<file path="src/rtl/bus_pkg.sv">
// bus_pkg: shared constants for the two-master system bus.
//   Arbiter state encoding, slave region bases and mask widths, read-return select codes.
package bus_pkg;
  localparam int ADDR_W = 16;
  localparam int DATA_W = 32;
  localparam logic [0:0] M0_GRANT = 1'b0;
  localparam logic [0:0] M1_GRANT = 1'b1;
  localparam logic [ADDR_W-1:0] S0_BASE = 16'h0000;
  localparam logic [ADDR_W-1:0] S1_BASE = 16'h8000;
  localparam int S0_MSK_W = 5;
  localparam int S1_MSK_W = 11;
  localparam logic [1:0] RD_S0 = 2'b01;
  localparam logic [1:0] RD_S1 = 2'b10;
endpackage

</file>
<file path="src/rtl/bus_addr_decoder.sv">
// bus_addr_decoder: maps the owner's address onto at most one slave select.
//   i_addr  owner address       i_req   owner request (gates both selects)
//   o_s0_sel RAM region hit     o_s1_sel DMAC slave region hit
module bus_addr_decoder
  import bus_pkg::*;
#(
  parameter int              AW   = ADDR_W,
  parameter logic [AW-1:0]   S0_B = S0_BASE,
  parameter logic [AW-1:0]   S1_B = S1_BASE
) (
  input  logic [AW-1:0] i_addr,
  input  logic          i_req,
  output logic          o_s0_sel,
  output logic          o_s1_sel
);
  // Regions are disjoint in their top bits, so at most one select can fire.
  assign o_s0_sel = i_req && (i_addr[AW-1 -: S0_MSK_W] == S0_B[AW-1 -: S0_MSK_W]);
  assign o_s1_sel = i_req && (i_addr[AW-1 -: S1_MSK_W] == S1_B[AW-1 -: S1_MSK_W]);
endmodule

</file>
<file path="src/rtl/bus_interconnect.sv">
// bus_interconnect: two-master (M0 CPU, M1 DMAC) shared bus with a non-preemptive arbiter,
//   address decode to RAM (S0) / DMAC slave (S1) and registered read-return select.
//   clk, reset_n           clock, async active-low reset
//   m{0,1}_req/wr/addr/dout  master requests;  m{0,1}_grant  bus ownership
//   m_din                  read data broadcast to both masters
//   s0_sel/s1_sel/s_wr/s_addr/s_din  slave side;  s0_dout/s1_dout  slave read data
module bus_interconnect
  import bus_pkg::*;
#(
  parameter int                 ADDR_WIDTH = ADDR_W,
  parameter int                 DATA_WIDTH = DATA_W,
  parameter logic [ADDR_WIDTH-1:0] S0_B    = S0_BASE,
  parameter logic [ADDR_WIDTH-1:0] S1_B    = S1_BASE
) (
  input  logic                  clk,
  input  logic                  reset_n,
  input  logic                  m0_req,
  input  logic                  m0_wr,
  input  logic [ADDR_WIDTH-1:0] m0_addr,
  input  logic [DATA_WIDTH-1:0] m0_dout,
  output logic                  m0_grant,
  input  logic                  m1_req,
  input  logic                  m1_wr,
  input  logic [ADDR_WIDTH-1:0] m1_addr,
  input  logic [DATA_WIDTH-1:0] m1_dout,
  output logic                  m1_grant,
  output logic [DATA_WIDTH-1:0] m_din,
  output logic                  s0_sel,
  output logic                  s1_sel,
  output logic                  s_wr,
  output logic [ADDR_WIDTH-1:0] s_addr,
  output logic [DATA_WIDTH-1:0] s_din,
  input  logic [DATA_WIDTH-1:0] s0_dout,
  input  logic [DATA_WIDTH-1:0] s1_dout
);
  logic [0:0] r_state;
  logic [1:0] r_rd_sel;
  logic       w_own_req;
  logic [0:0] w_nxt;
  assign m0_grant  = (r_state == M0_GRANT);
  assign m1_grant  = (r_state == M1_GRANT);
  assign w_own_req = m1_grant ? m1_req  : m0_req;
  assign s_addr    = m1_grant ? m1_addr : m0_addr;
  assign s_din     = m1_grant ? m1_dout : m0_dout;
  // A parked owner with req low must not write.
  assign s_wr      = w_own_req & (m1_grant ? m1_wr : m0_wr);
  // M1 takes the bus only when M0 is idle; M1 keeps it while it requests.
  assign w_nxt     = m1_grant ? m1_req : (~m0_req & m1_req);
  bus_addr_decoder #(.AW(ADDR_WIDTH), .S0_B(S0_B), .S1_B(S1_B)) u_dec (
    .i_addr  (s_addr),
    .i_req   (w_own_req),
    .o_s0_sel(s0_sel),
    .o_s1_sel(s1_sel)
  );
  always_ff @(posedge clk or negedge reset_n)
    if (!reset_n) begin
      r_state  <= M0_GRANT;
      r_rd_sel <= 2'b00;
    end else begin
      r_state  <= w_nxt;
      r_rd_sel <= {s1_sel & ~s_wr, s0_sel & ~s_wr};
    end
  // Read data follows the previous address phase, even across an ownership switch.
  assign m_din = (r_rd_sel == RD_S0) ? s0_dout : (r_rd_sel == RD_S1) ? s1_dout : '0;
endmodule

</file>
<file path="config.mk">
export PLATFORM = sky130hd
export DESIGN_NAME = bus_interconnect
export DESIGN_NICKNAME = d
export VERILOG_FILES = /design/src/rtl/bus_pkg.sv /design/src/rtl/bus_addr_decoder.sv /design/src/rtl/bus_interconnect.sv
export SDC_FILE = /design/constraint.sdc
export NUM_CORES = 1
export LEC_CHECK = 0
export BUFFER_PORTS_ARGS = -buffer_cell sky130_fd_sc_hd__buf_2
export CORE_AREA = 5 5 95 97
export CTS_CLUSTER_SIZE = 28
export DETAILED_ROUTE_END_ITERATION = 6
export DIE_AREA = 0 0 100 102
export REMOVE_ABC_BUFFERS = 1
export SLEW_MARGIN = 5
export SYNTH_ARGS = -nofsm -noshare
export SYNTH_HDL_FRONTEND = slang
export SYNTH_SLANG_ARGS = --single-unit
</file>
<file path="constraint.sdc">
create_clock -name clk -period 2.1 [get_ports clk]
set_clock_uncertainty 0.1 [all_clocks]
set_input_delay 0.21 -clock clk [delete_from_list [all_inputs] [get_ports clk]]
set_output_delay 0.21 -clock clk [all_outputs]
set_load 0.02 [all_outputs]
</file>
* Word-level counts from Yosys, hierarchy flattened *
Index checks and enable logic that the tools add are counted.

cells by class
  bitwise logic cells = 7
  reductions and logical operators = 3
  multiplexer cells = 7
  equality and inequality tests = 3

operators with widths
  kind                                                  number
  2-to-1 mux 32 bit                                     3
  2-to-1 mux 16 bit                                     1
  equality test 11 bit (second input constant)          1
  logical NOT 5 bit                                     1
  AND 1 bit                                             4
  2-to-1 mux 1 bit                                      3
  NOT 1 bit                                             3
  equality test 2 x 1 -> 1 bit (second input constant)  1
  equality test 2 bit (second input constant)           1
  logical AND 1 bit                                     2

storage, ports and cells
  logic and storage cells = 22
  output and inout port bits = 85
  register bits = 3

* Logic depth before layout (Yosys ltp) *
  depth in word-level cells = 4
  gate-level depth with buffers = 5
  depth with buffers taken out = 3

* Cells and area by module *
From an unflattened synthesis, not the netlist that was laid out.

second synthesis, totals
  cells, all modules = 114
  area, all modules = 1152.4 um2

modules (own cells, without submodules)
  module            seq. area each (um2)  cells an instance  area each (um2)  times used
  bus_interconnect  75.1                  109                1108.6           1
  bus_addr_decoder  0.0                   5                  43.8             1

* Least setup slack after synthesis *
Ideal clock, no wire load.

  path type = flip-flop to output port
  start point = register r_state (netlist: m1_grant)
  end point = output s1_sel
  path buffers = 0
  arrival = 1.845 ns
  setup slack = -0.055 ns
  data required time = 1.790 ns
  cell stages (with the launch flop) = 4
  cell sequence = dfrtp_1 mux2_2 or4_4 nor3_2

between the ends
  cells in the longest elaborated chain, start to end = 3

ends and longest elaborated chain
  element                   line                    text
  start: declaration        bus_interconnect.sv:36  logic [0:0] r_state;
  start signal: assignment  bus_interconnect.sv:60  r_state <= w_nxt;
  2-to-1 mux 16 bit         bus_interconnect.sv:43  assign s_addr = m1_grant ? m1_addr : m0_addr;
  via s_addr[9]             bus_interconnect.sv:31  output logic [ADDR_WIDTH-1:0] s_addr,
  equality test 11 bit      bus_addr_decoder.sv:18  assign o_s1_sel = i_req && (i_addr[AW-1 -: S1_MSK_W] == S1_B[AW-1 -: S1_MSK_W]);
  logical AND 1 bit         bus_addr_decoder.sv:18
  end: declaration          bus_interconnect.sv:29  output logic s1_sel,

The timed path passes the listed nets, and every way through them passes these cells.

* Worst setup path in the final report *
  start point = register r_state (netlist: m1_grant)
  end point = output s1_sel

between the ends
  cells in the longest elaborated chain, start to end = 3

ends and longest elaborated chain
  element                line
  2-to-1 mux 16 bit      bus_interconnect.sv:43
  equality test 11 bit   bus_addr_decoder.sv:18
  logical AND 1 bit (*)  bus_addr_decoder.sv:18

Every way passes the cells marked *; elsewhere a longest branch is shown, timed or not.

==> impl_metrics.toml <==
[global_routing]
antenna_found_initial = 0
grt_overflow = 0
grt_max_degree = 35
grt_pass1_vias = 2110
grt.total_usage_pct = 12.5
grt_pass1_wl_um = 10300

[power_and_ir_drop]
p_leak_nw = 1.48
total_power_uw = 760
ir_drop_v = 0.000216
pwr-share-comb_pct = 69.1
power.share.clock_pct = 22.5
sequentialPowerShare_pct = 8.3
netSwitchingPower_uw = 309
switching_share_pct = 40.7
intPower_uw = 451
powerDensity_mw_per_mm2 = 297

[status]
violations = "setup timing"
status = "finished with violations"

[routing]
drtPass1Iterations = 3
ant_nets = 0
wire_per_inst_um = 15.6
first_iter_violations = 8
post_drt_via_cell_ratio = 4.29
drc = 0
routed_wl_um = 7330
vias = 2018

[floorplan]
dieHeight_um = 102
dieArea_sq_mm = 0.0102
core-area_sq_mm = 0.00805
initial_core_util_pct = 13.8
die_w_um = 100
top_level_ports = 251
std_cell_rows = 33

[yosys]
synth_warnings = 0
synthesis.area_sq_mm = 0.00111
syn_inst = 119
yosys_register_bits = 3
yosysSeqAreaShare_pct = 6.73
synth_edf_count = 0
synth.distinct_cells = 25
synth_ff_type = "dfrtp_1"
syn-mean-instance-area_sq_um = 9.37
ys_async_sr_fraction_pct = 100

[clock_tree]
ctsLongestPathBuffers = 2
cts-root-buf = "clkbuf_8"
insertion_delay_ns = 0.22
cts_buffers = 3
cts.clk_slew.worst_paths_ns = 0.03
cts.sinks = 3
tritoncts = "done"
htree_levels = 1

[placement]
dp.cells = 463
gp_congestion = 0.836
placement.cell_area_sq_mm = 0.00246
portBuffers = 250
detailed_place_hpwl_um = 6580

[final_layout]
fillers = 867
fin_cells = 470
mostFrequentLayoutCell = "buf_2"
syn2layout_area_growth_pct = 130
drive_gt1_share_pct = 86.0
mostFrequentLayoutCells = "buf_2 (249), mux2_2 (45), a22o_1 (32)"
nets = 532
diodes = 0
final_area_sq_mm = 0.00256
final_core_util_pct = 31.8

[timing]
period_minus_slack_ns = 2.15
final-hold-violation-count = 0
clock.fmax_mhz = 465
drv_slew = 0
worst_pin_slew_ns = 0.686
rsz0062_at_grt = "true"
setup_ws_ns = -0.0518
relSlewSlack_pct = 54.2
whs_ns = 0.118
setup_violations = 1
period_share_pct = 102

[critical_path]
critPathCaptureType = "output port"
path_class = "flip-flop to output port"
required_ns = 1.79
path_max_fanout = 6
worstSetupStartpointType = "flip-flop"
arrival_ns = 1.84

[run]
max-cap-violations = 0

[hold_path]
hp-class = "input pin to flip-flop"
repair_timing:
action,in CTS,in global routing
pin swaps,1,0
endpoints found under the hold margin,3,0
setup endpoints to repair,34,32
hold buffers,1,0
resized for setup,5,2
setup buffers,2,0
gates cloned,0,0
synthesized netlist by cell type, types with 2 or more instances:
| master | count | share of area, % |
|---|---|---|
| dfrtp_1 | 3 | 6.7 |
| nor3b_1 | 2 | 1.3 |
| nor2_1 | 2 | 0.67 |
| a22o_1 | 32 | 25 |
| nor2b_1 | 2 | 1.1 |
| nor3_2 | 2 | 1.8 |
| clkbuf_1 | 9 | 3.0 |
| buf_2 | 4 | 1.8 |
| mux2_2 | 47 | 47 |
cell families (layout without fill, tap and decap cells):
| kind of cell | after synthesis | count (layout) | synth area share, % |
|---|---|---|---|
| simple gates | 15 | 15 | 9.31 |
| compound gates | 37 | 37 | 28.1 |
| buf+inv | 15 | 261 | 6.17 |
| flops | 3 | 3 | 6.73 |
| mux | 49 | 49 | 49.7 |
power by group through the flow:
stage / clock network (mW) / registers [mW] / logic [mW]
finish: 0.171 / 0.0634 / 0.525
global route: 0.182 / 0.0638 / 0.562
CTS: 0.174 / 0.0629 / 0.530
detailed placement: 0 / 0.0644 / 0.517
global placement: 0 / 0.0642 / 0.512
floorplan: 0 / 0.0810 / 0.235
state kept, by name, indices dropped and copies added, names as in the netlist:
register  cells
m1_grant      1
r_rd_sel      2
critical path: stages (launching register included):
cell,delay [ns]
dfrtp_2,0.46
buf_4,0.16
mux2_4,0.30
or4_4,0.44
nor3_2,0.12
buf_4,0.16
cell type report:
cell class                 instances  area [sq um]  share of cell area, %
inverter                           1          3.75                  0.146
sequential                         3          76.3                   2.98
clock buffer                       4          45.0                   1.76
timing repair buffer             256          1310                   50.9
tap                              105           131                   5.13
multi-input combinational        101          1000                   39.1
stage by stage:
step | setup slack [ns] | setup TNS, ns
6_report | -0.0518 | -0.0518
5_1_grt | -0.0999 | -0.120
4_1_cts | -0.0429 | -0.0429
3_5_place_dp | -0.0500 | -0.555
3_3_place_gp | 0.0625 | 0
2_1_floorplan | -1.14 | -16.68
path summary, 6_finish.rpt:
kind / start / to / slack, ns / cells past startpoint
max in group asynchronous: reset_n / m1_grant / 1.56 / 2
hold / removal: m0_req / m1_grant / 0.12 / 2
setup reg to reg: m1_grant / r_rd_sel[1] / 0.40 / 4
setup / recovery: m1_grant / s1_sel / -0.05 / 5
min in group asynchronous: reset_n / r_rd_sel[1] / 0.23 / 2
hold reg to reg: m1_grant / r_rd_sel[1] / 0.74 / 3
routing by layer:
layer	global-route usage [%]	vias to the layer above	wire [um]	part of all wire, %
met5	0	-	0	0
met4	0.311	0	32	0.44
met3	6.69	4	1190	16
met2	24.7	154	3790	52
met1	12.2	891	2320	32
li1	-	969	-	-
Power figures use the tool's default switching activity.
